<file path="config.mk">
export PLATFORM = sky130hd
export DESIGN_NAME = slice_serial_alu_flat
export DESIGN_NICKNAME = d
export VERILOG_FILES = /design/src/rtl/slice_serial_alu_if.sv /design/src/rtl/slice_serial_alu.sv /design/src/flat_wrapper.sv
export SDC_FILE = /design/constraint.sdc
export NUM_CORES = 1
export LEC_CHECK = 0
export BUFFER_PORTS_ARGS = -buffer_cell sky130_fd_sc_hd__buf_2
export CELL_PAD_IN_SITES_DETAIL_PLACEMENT = 1
export CELL_PAD_IN_SITES_GLOBAL_PLACEMENT = 1
export CORE_MARGIN = 2
export CORE_UTILIZATION = 42
export CTS_CLUSTER_DIAMETER = 40
export DETAILED_ROUTE_END_ITERATION = 10
export GPL_TIMING_DRIVEN = 0
export PLACE_DENSITY = 0.89
export SKIP_CTS_REPAIR_TIMING = 1
export SLEW_MARGIN = 10
export SYNTH_ARGS = -nofsm -noshare
export SYNTH_HDL_FRONTEND = slang
export SYNTH_SLANG_ARGS = --single-unit
export TNS_END_PERCENT = 1
</file>
<file path="constraint.sdc">
create_clock -name clk -period 5 [get_ports clk]
set_input_delay 0.25 -clock clk [delete_from_list [all_inputs] [get_ports clk]]
set_output_delay 0.25 -clock clk [all_outputs]
set_load 0.02 [all_outputs]
</file>
<file path="src/rtl/slice_serial_alu_if.sv">
// Handshake and data bundle between the register-read stage, the slice-serial ALU and writeback.
// The slave modport is the ALU side; the master modport is the issuing and consuming side.
interface slice_serial_alu_if #(
  parameter int WIDTH = 64
);
  logic             in_valid;
  logic             in_ready;
  logic [WIDTH-1:0] a;
  logic [WIDTH-1:0] b;
  logic [2:0]       op;
  logic             out_valid;
  logic             out_ready;
  logic [WIDTH-1:0] result;
  logic             flag_z;
  logic             flag_n;
  logic             flag_c;
  logic             flag_v;

  modport master (
    output in_valid, a, b, op, out_ready,
    input  in_ready, out_valid, result, flag_z, flag_n, flag_c, flag_v
  );

  modport slave (
    input  in_valid, a, b, op, out_ready,
    output in_ready, out_valid, result, flag_z, flag_n, flag_c, flag_v
  );
endinterface

</file>
<file path="src/rtl/slice_serial_alu.sv">
// Multi-cycle ALU: processes WIDTH-bit operands SLICE bits per clock, with a registered inter-slice carry.
// Define SLICE_SERIAL_ALU_FLAGS_EN to build the Z/N/C/V flag logic; otherwise the flag outputs are tied to 0.
module slice_serial_alu #(
  parameter int WIDTH = 64,
  parameter int SLICE = 8
) (
  input  logic             clk,
  input  logic             reset_n,
  slice_serial_alu_if.slave bus
);
  localparam int NSLICE = WIDTH / SLICE;
  localparam int IDXW   = (NSLICE > 1) ? $clog2(NSLICE) : 1;
  localparam logic [IDXW-1:0] LAST_IDX = IDXW'(NSLICE - 1);

  localparam logic [1:0] S_IDLE = 2'd0;
  localparam logic [1:0] S_RUN  = 2'd1;
  localparam logic [1:0] S_DONE = 2'd2;

  localparam logic [2:0] OP_PASS = 3'b000;
  localparam logic [2:0] OP_ADD  = 3'b010;
  localparam logic [2:0] OP_SUB  = 3'b011;
  localparam logic [2:0] OP_AND  = 3'b100;
  localparam logic [2:0] OP_OR   = 3'b101;
  localparam logic [2:0] OP_XOR  = 3'b110;

  logic [1:0]       state_q, state_d;
  logic [WIDTH-1:0] a_q, a_d;
  logic [WIDTH-1:0] b_q, b_d;
  logic [WIDTH-1:0] res_q, res_d;
  logic [2:0]       op_q, op_d;
  logic             carry_q, carry_d;
  logic [IDXW-1:0]  idx_q, idx_d;

  logic [SLICE-1:0] a_sl, b_sl, r_sl;
  logic [SLICE:0]   sum;
  logic             last_slice;

  // One slice of the datapath; subtraction inverts B and relies on the carry seeded to 1 at issue.
  always_comb begin
    a_sl = a_q[idx_q*SLICE +: SLICE];
    b_sl = b_q[idx_q*SLICE +: SLICE];
    sum  = {1'b0, a_sl} + {1'b0, (op_q == OP_SUB) ? ~b_sl : b_sl} + {{SLICE{1'b0}}, carry_q};
    case (op_q)
      OP_PASS:        r_sl = b_sl;
      OP_ADD, OP_SUB: r_sl = sum[SLICE-1:0];
      OP_AND:         r_sl = a_sl & b_sl;
      OP_OR:          r_sl = a_sl | b_sl;
      OP_XOR:         r_sl = a_sl ^ b_sl;
      default:        r_sl = '0;
    endcase
  end

  assign last_slice = (idx_q == LAST_IDX);

  always_comb begin
    state_d = state_q;
    a_d     = a_q;
    b_d     = b_q;
    op_d    = op_q;
    res_d   = res_q;
    carry_d = carry_q;
    idx_d   = idx_q;
    case (state_q)
      S_IDLE: begin
        if (bus.in_valid) begin
          a_d     = bus.a;
          b_d     = bus.b;
          op_d    = bus.op;
          idx_d   = '0;
          carry_d = (bus.op == OP_SUB);
          state_d = S_RUN;
        end
      end
      S_RUN: begin
        res_d[idx_q*SLICE +: SLICE] = r_sl;
        carry_d = sum[SLICE];
        if (last_slice) begin
          idx_d   = '0;
          state_d = S_DONE;
        end else begin
          idx_d = idx_q + 1'b1;
        end
      end
      S_DONE: begin
        if (bus.out_ready) state_d = S_IDLE;
      end
      default: state_d = S_IDLE;
    endcase
  end

  always_ff @(posedge clk or negedge reset_n) begin
    if (!reset_n) begin
      state_q <= S_IDLE;
      a_q     <= '0;
      b_q     <= '0;
      op_q    <= '0;
      res_q   <= '0;
      carry_q <= 1'b0;
      idx_q   <= '0;
    end else begin
      state_q <= state_d;
      a_q     <= a_d;
      b_q     <= b_d;
      op_q    <= op_d;
      res_q   <= res_d;
      carry_q <= carry_d;
      idx_q   <= idx_d;
    end
  end

  assign bus.in_ready  = (state_q == S_IDLE);
  assign bus.out_valid = (state_q == S_DONE);
  assign bus.result    = res_q;

`ifdef SLICE_SERIAL_ALU_FLAGS_EN
  logic [3:0] flags_q, flags_d;
  logic       a_msb, b_msb, r_msb;

  // Flags are captured on the final RUN cycle from the fully assembled result, so they settle with out_valid.
  always_comb begin
    flags_d = flags_q;
    a_msb   = a_q[WIDTH-1];
    b_msb   = b_q[WIDTH-1];
    r_msb   = res_d[WIDTH-1];
    if (state_q == S_RUN && last_slice) begin
      flags_d[3] = (res_d == '0);
      flags_d[2] = r_msb;
      flags_d[1] = ((op_q == OP_ADD) || (op_q == OP_SUB)) && sum[SLICE];
      case (op_q)
        OP_ADD:  flags_d[0] = (a_msb == b_msb) && (r_msb != a_msb);
        OP_SUB:  flags_d[0] = (a_msb != b_msb) && (r_msb != a_msb);
        default: flags_d[0] = 1'b0;
      endcase
    end
  end

  always_ff @(posedge clk or negedge reset_n) begin
    if (!reset_n) flags_q <= '0;
    else          flags_q <= flags_d;
  end

  assign bus.flag_z = flags_q[3];
  assign bus.flag_n = flags_q[2];
  assign bus.flag_c = flags_q[1];
  assign bus.flag_v = flags_q[0];
`else
  assign bus.flag_z = 1'b0;
  assign bus.flag_n = 1'b0;
  assign bus.flag_c = 1'b0;
  assign bus.flag_v = 1'b0;
`endif

endmodule

</file>
<file path="src/flat_wrapper.sv">
// flat-port wrapper written by rule: the top's interface ports become plain ports
module slice_serial_alu_flat 
#(
  parameter int WIDTH = 64,
  parameter int SLICE = 8
)
  (clk, reset_n, bus_in_valid, bus_a, bus_b, bus_op, bus_out_ready, bus_in_ready, bus_out_valid, bus_result, bus_flag_z, bus_flag_n, bus_flag_c, bus_flag_v);
  slice_serial_alu_if #(.WIDTH(WIDTH)) bus_i ();
  input  logic clk;
  input  logic reset_n;
  input wire logic [$bits(bus_i.in_valid)-1:0] bus_in_valid;
  input wire logic [$bits(bus_i.a)-1:0] bus_a;
  input wire logic [$bits(bus_i.b)-1:0] bus_b;
  input wire logic [$bits(bus_i.op)-1:0] bus_op;
  input wire logic [$bits(bus_i.out_ready)-1:0] bus_out_ready;
  output wire logic [$bits(bus_i.in_ready)-1:0] bus_in_ready;
  output wire logic [$bits(bus_i.out_valid)-1:0] bus_out_valid;
  output wire logic [$bits(bus_i.result)-1:0] bus_result;
  output wire logic [$bits(bus_i.flag_z)-1:0] bus_flag_z;
  output wire logic [$bits(bus_i.flag_n)-1:0] bus_flag_n;
  output wire logic [$bits(bus_i.flag_c)-1:0] bus_flag_c;
  output wire logic [$bits(bus_i.flag_v)-1:0] bus_flag_v;
  assign bus_i.in_valid = bus_in_valid;
  assign bus_i.a = bus_a;
  assign bus_i.b = bus_b;
  assign bus_i.op = bus_op;
  assign bus_i.out_ready = bus_out_ready;
  assign bus_in_ready = bus_i.in_ready;
  assign bus_out_valid = bus_i.out_valid;
  assign bus_result = bus_i.result;
  assign bus_flag_z = bus_i.flag_z;
  assign bus_flag_n = bus_i.flag_n;
  assign bus_flag_c = bus_i.flag_c;
  assign bus_flag_v = bus_i.flag_v;
  slice_serial_alu #(.WIDTH(WIDTH), .SLICE(SLICE)) u_core (.clk(clk), .reset_n(reset_n), .bus(bus_i));
endmodule
</file>
== After elaboration in Yosys (flattened, before gate mapping) ==
Cells that the tools add are included.

* Bits in registers: 201
* Bits of input ports: 135
* Output and inout bits: 70
* Word-level logic and storage cells: 50

* Add/sub/neg operators: 4
* Equality and inequality tests: 12
* Shifts and indexed selects: 4
* Muxes and demuxes: 12
* Bitwise logic cells: 4
* Reduce and logical (&&, ||, !) cells: 7

{| class="wikitable"
|+ Operators by type and width
! cell !! number
|-
| 64-bit by 7-bit indexed part select with 8-bit output || 2
|-
| 64-bit bitwise mux || 1
|-
| 8-bit by 34-bit variable shift with 64-bit output (first input constant) || 1
|-
| 8-bit by 34-bit indexed part select with 64-bit output || 1
|-
| 8-bit one-hot mux with 5 select lines || 1
|-
| 6-bit negator with 34-bit output || 1
|-
| 3-bit equality test (second input constant) || 4
|-
| 8-bit by 8-bit adder with 9-bit output || 1
|-
| 9-bit by 1-bit adder with 9-bit output || 1
|-
| 3-bit by 2-bit equality test with 1-bit output (second input constant) || 3
|-
| 8-bit AND || 1
|-
| 8-bit 2-to-1 mux || 1
|-
| 8-bit inverter || 1
|-
| 8-bit bitwise OR || 1
|-
| 8-bit bitwise XOR || 1
|-
| 2-bit 2-to-1 mux || 3
|-
| 3-bit 2-to-1 mux || 2
|-
| 2-bit one-hot mux with 3 select lines || 1
|-
| 3-bit one-hot mux with 2 select lines || 1
|-
| 2-bit != test (second input constant) || 2
|-
| 2-bit AND reduction || 2
|-
| 3-bit by 1-bit adder with 3-bit output (second input constant) || 1
|-
| 3-bit zero test || 1
|-
| 3-bit AND reduction || 1
|-
| 8 further kinds || 8
|}

== Depth between registers and ports, before layout ==
* Depth in word-level cells: 8
* Gate-level depth with buffers: 17
* Depth with buffers taken out: 12

== Worst setup path before layout ==
OpenSTA, ideal clock, no wires.

* Kind: register -> register
* From: reg u_core.idx_q[0]
* To: reg u_core.res_q[6] (netlist: u_core.bus.result[6])
* Data arrival time: 3.629 ns
* Required time: 4.875 ns
* Setup slack: 1.246 ns
* Cell stages (with the launch flop): 18
* Buffers on the path: 5
* Clock period less this slack: 3.754 ns
* Cell sequence: dfrtp_1 > buf_6 > buf_8 > buf_8 > buf_8 > buf_4 > mux4_2 > nand2_1 > nand2_1 > inv_1 > fa_1 > inv_1 > fa_1 > a211oi_1 > o21bai_1 > a211oi_1 > o311ai_2 > mux2_2

* Cells in the longest elaborated chain, start to end: 8
* Elaborated cells between the ends (all ways): 14
* Those cells by class: add/sub: 3; shift: 4; mux: 3; bitwise: 4

{| class="wikitable"
|+ RTL lines
! what !! RTL line !! text
|-
| start: declaration || slice_serial_alu.sv:32 || <nowiki>logic [IDXW-1:0] idx_q, idx_d;</nowiki>
|-
| start signal: assignment || slice_serial_alu.sv:107 || <nowiki>idx_q <= idx_d;</nowiki>
|-
| 64-bit by 7-bit indexed part select with 8-bit output || slice_serial_alu.sv:41 || <nowiki>b_sl = b_q[idx_q*SLICE +: SLICE];</nowiki>
|-
| 8-bit inverter || slice_serial_alu.sv:42 || <nowiki>sum = {1'b0, a_sl} + {1'b0, (op_q == OP_SUB) ? ~b_sl : b_sl} + {{SLICE{1'b0}}, carry_q};</nowiki>
|-
| 8-bit 2-to-1 mux || slice_serial_alu.sv:42 ||
|-
| 8-bit by 8-bit adder with 9-bit output || slice_serial_alu.sv:42 ||
|-
| 9-bit by 1-bit adder with 9-bit output || slice_serial_alu.sv:42 ||
|-
| 8-bit one-hot mux with 5 select lines || slice_serial_alu.sv:43 || <nowiki>case (op_q)</nowiki>
|-
| 8-bit by 34-bit indexed part select with 64-bit output || slice_serial_alu.sv:75 || <nowiki>res_d[idx_q*SLICE +: SLICE] = r_sl;</nowiki>
|-
| 64-bit bitwise mux (*) || slice_serial_alu.sv:75 ||
|-
| end signal: assignment || slice_serial_alu.sv:105 || <nowiki>res_q <= res_d;</nowiki>
|-
| end: declaration || slice_serial_alu.sv:29 || <nowiki>logic [WIDTH-1:0] res_q, res_d;</nowiki>
|}

Mark *: on every way between the ends. The rest lies on a longest branch, timed or not.
A chain may end at the register's enable or synchronous reset.

== Final worst setup path ==
Ends and elaborated chain as after synthesis.

==> flow_metrics.py <==
metrics = {
    "power_and_ir_drop": {
        "powerDensity_nw_per_um2": 766,
        "power_w": 0.0107,
        "peakVddDrop_uv": 450,
        "leakagePower_nw": 7.09,
    },
    "sta": {
        "hold_viol": 0,
        "max_freq_mhz": 209,
        "finClkSkew_ns": 0.0348,
        "post-route-min-period_ns": 4.78,
        "slew_headroom_pct": 32.6,
        "slew_viol_final": 0,
        "tns_ns": 0,
        "worst_pin_slew_ns": 1.00,
        "setup_viol": 0,
        "post-route-period-util_pct": 95.6,
    },
    "global_routing": {
        "grt_pass1_wl_um": 51500,
        "grt_max_degree": 83,
        "grt_antenna_before_repair": 9,
        "overflow": 0,
        "global_route.usage.total_pct": 26.6,
        "grt_pass1_vias": 9569,
    },
    "yosys": {
        "yosysWarningCount": 0,
        "synth-edff-count": 0,
        "ys_ff_latch": 201,
        "ys_seq_area_share_pct": 50.0,
        "synthTopCellsByCount": "464 x nand2_1, 201 x dfrtp_1, 36 x o21ai_0, 33 x clkbuf_1, 30 x ha_1",
        "avgSynthCellArea_um2": 9.31,
        "yosys-top-cells-area": "dfrtp_1 50%, nand2_1 17%, mux4_2 3.8%, ha_1 3.7%, mux2i_1 1.9%",
        "yosysUniqueCellTypes": 64,
        "syn_inst": 1079,
        "yosys.area.top_type": "dfrtp_1",
        "synth_async_sr_flop_share_pct": 100,
        "synth_top_area_share_pct": 50.0,
        "synth_ff_type": "dfrtp_1",
        "syn-cell-area_um2": 10000,
        "synth_most_common_cell": "nand2_1",
    },
    "floorplan": {
        "std_cell_rows": 56,
        "io-pin-count": 205,
        "die_h_um": 159,
        "die-area_um2": 25200,
        "core_area_um2": 23500,
        "die-width_um": 159,
        "start_util_pct": 42.8,
    },
    "detailed_routing": {
        "postRouteAntennaNets": 0,
        "drc_errors": 0,
        "vias_per_cell": 5.57,
        "post_drt_wl_per_cell_um": 23.6,
        "dr.first_iter.drc_count": 691,
        "drt-total-wl_um": 42600,
        "drt-pass1-iter-count": 5,
        "vias": 10000,
    },
    "setup_path": {
        "crit_path_end": "u_core.bus.result[6]",
        "crit_type": "flip-flop to flip-flop",
        "critPathLaunch": "u_core.idx_q[0]",
        "r2r_slack_ns": 0.22,
        "start_kind": "flip-flop",
        "r2r_end": "u_core.bus.result[6]",
        "crit_fanout": 10,
        "r2r_cells": 17,
        "critPathCaptureType": "flip-flop",
        "required_ns": 5.45,
        "timing.rr.start": "u_core.idx_q[0]",
        "crit_arrival_ns": 5.23,
    },
    "clock_tree": {
        "cts.sinks": 201,
        "cts_tree": "built",
        "root_buffer": "clkbuf_16",
        "htreeDepth": 1,
        "numCtsBuffers": 30,
        "cts_buffer_depth": 3,
        "clk_latency_ns": 0.58,
        "clk_pin_slew_ns": 0.06,
    },
    "place": {
        "hpwl_um": 23600,
        "io_buffers": 200,
        "gp_congestion": 0.889,
        "dp.cells": 1603,
    },
    "outcome": {
        "status": "complete, no violations",
    },
    "job": {
        "max_cap_viol_count": 0,
    },
    "worst_hold_path": {
        "hold_class": "input pin to flip-flop",
        "min_from": "bus_out_ready",
    },
    "final_layout": {
        "nNetsFinal": 1615,
        "final-instance-count-excl-fill": 1801,
        "postLayoutCoreUtil_pct": 59.4,
        "drive_gt1_share_pct": 21.7,
        "area_growth_pct": 38.6,
        "n_fill_cell": 2699,
    },
}
-- cells by family after synthesis --
logic type                 count (synthesis)  share of synthesized area (%)
xor gates and xnor gates                   9                          0.784
and+or+nand+nor                          567                           23.4
muxes                                     53                           8.49
adders and majority gates                 32                           4.13
AOI/OAI and AO/OA                        130                           9.14
other                                      1                         0.0373
buffers and inverters                     86                           3.95
DFF                                      201                           50.0
-- worst min-delay path by stage --
stage                            end  depth (start not counted)  slack, ns
2_1_floorplan          u_core.a_q[0]                          0      -0.05
3_3_place_gp           u_core.b_q[4]                          3       0.44
3_5_place_dp    u_core.bus.result[1]                          1       0.20
4_1_cts        u_core.bus.result[40]                          1      -0.39
5_1_grt            u_core.state_q[1]                          3       0.03
6_report           u_core.state_q[1]                          3       0.03
-- layout make-up --
class / count / area (um2) / share of cell area [%]
Tap cell: 319 / 399 / 2.86
Inverter: 28 / 105 / 0.754
Sequential cell: 201 / 5030 / 36.1
Multi-Input combinational cell: 795 / 4640 / 33.3
Clock buffer: 32 / 768 / 5.51
Buffer: 58 / 293 / 2.10
Antenna cell: 10 / 25.0 / 0.180
Clock inverter: 24 / 282 / 2.02
Timing Repair Buffer: 334 / 2390 / 17.1
-- worst max-delay path, stage by stage, from the launching register on --
cell and delay [ns]:
dfrtp_1 0.45, buf_6 0.19, buf_8 0.17, buf_8 0.17, buf_8 0.21, buf_4 0.30
mux4_2 0.60, nand2_1 0.11, nand2_1 0.09, inv_1 0.09, fa_1 0.19, inv_1 0.05
fa_1 0.41, a211oi_1 0.48, o21bai_1 0.15, a211oi_1 0.39, o311ai_4 0.26, mux2_2 0.34
-- per-layer routing --
layer	part of all wire, %	vias to the layer above	GRT usage [%]
li1	-	4336	-
met1	37	5053	33.2
met2	52	491	47.1
met3	6.3	154	4.60
met4	5.2	0	8.41
met5	0	-	0
-- where the power goes --
| part | total (W) | internal (W) | switching [W] |
|---|---|---|---|
| Combinational | 0.00561 | 0.00197 | 0.00364 |
| Clock | 0.00224 | 0.00131 | 0.000931 |
| Sequential | 0.00282 | 0.00231 | 0.000510 |
-- placed cells by master, fill, tap and decap left out, types with 7 or more instances in the layout --
cell,n
a31oi_1,9
nor2b_1,9
mux4_2,17
a22o_1,21
dfrtp_1,201
nor2_1,25
nand2_1,464
mux2_2,10
buf_2,206
o21ai_0,36
xor2_1,7
clkbuf_1,34
dlygate4sd3_1,132
mux2i_1,19
nand3_1,10
inv_6,7
a21oi_1,27
o211ai_1,7
and2_1,9
diode_2,10
inv_1,28
nand2b_1,13
clkbuf_16,30
ha_1,30
-- registers in the layout (all words and copies together) (netlist names) --
| register | count |
|---|---|
| u_core.op_q | 3 |
| u_core.state_q | 2 |
| u_core.b_q | 64 |
| u_core.bus.result | 64 |
| u_core.carry_q | 1 |
| u_core.a_q | 64 |
| u_core.idx_q | 3 |
-- per-stage QoR --
| step | worst slack (ns) | hold slack (ns) | cell area [um2] |
|---|---|---|---|
| 6_report | 0.222 | 0.0307 | 13900 |
| 5_1_grt | -0.00138 | 0.0305 | 13900 |
| 4_1_cts | -0.0370 | -0.387 | 12600 |
| 3_5_place_dp | 0.0424 | 0.198 | 11500 |
| 3_3_place_gp | 0.135 | 0.444 | 11500 |
| 2_1_floorplan | 1.25 | -0.0456 | 10100 |
No activity file was read; power rests on OpenSTA's default activity.
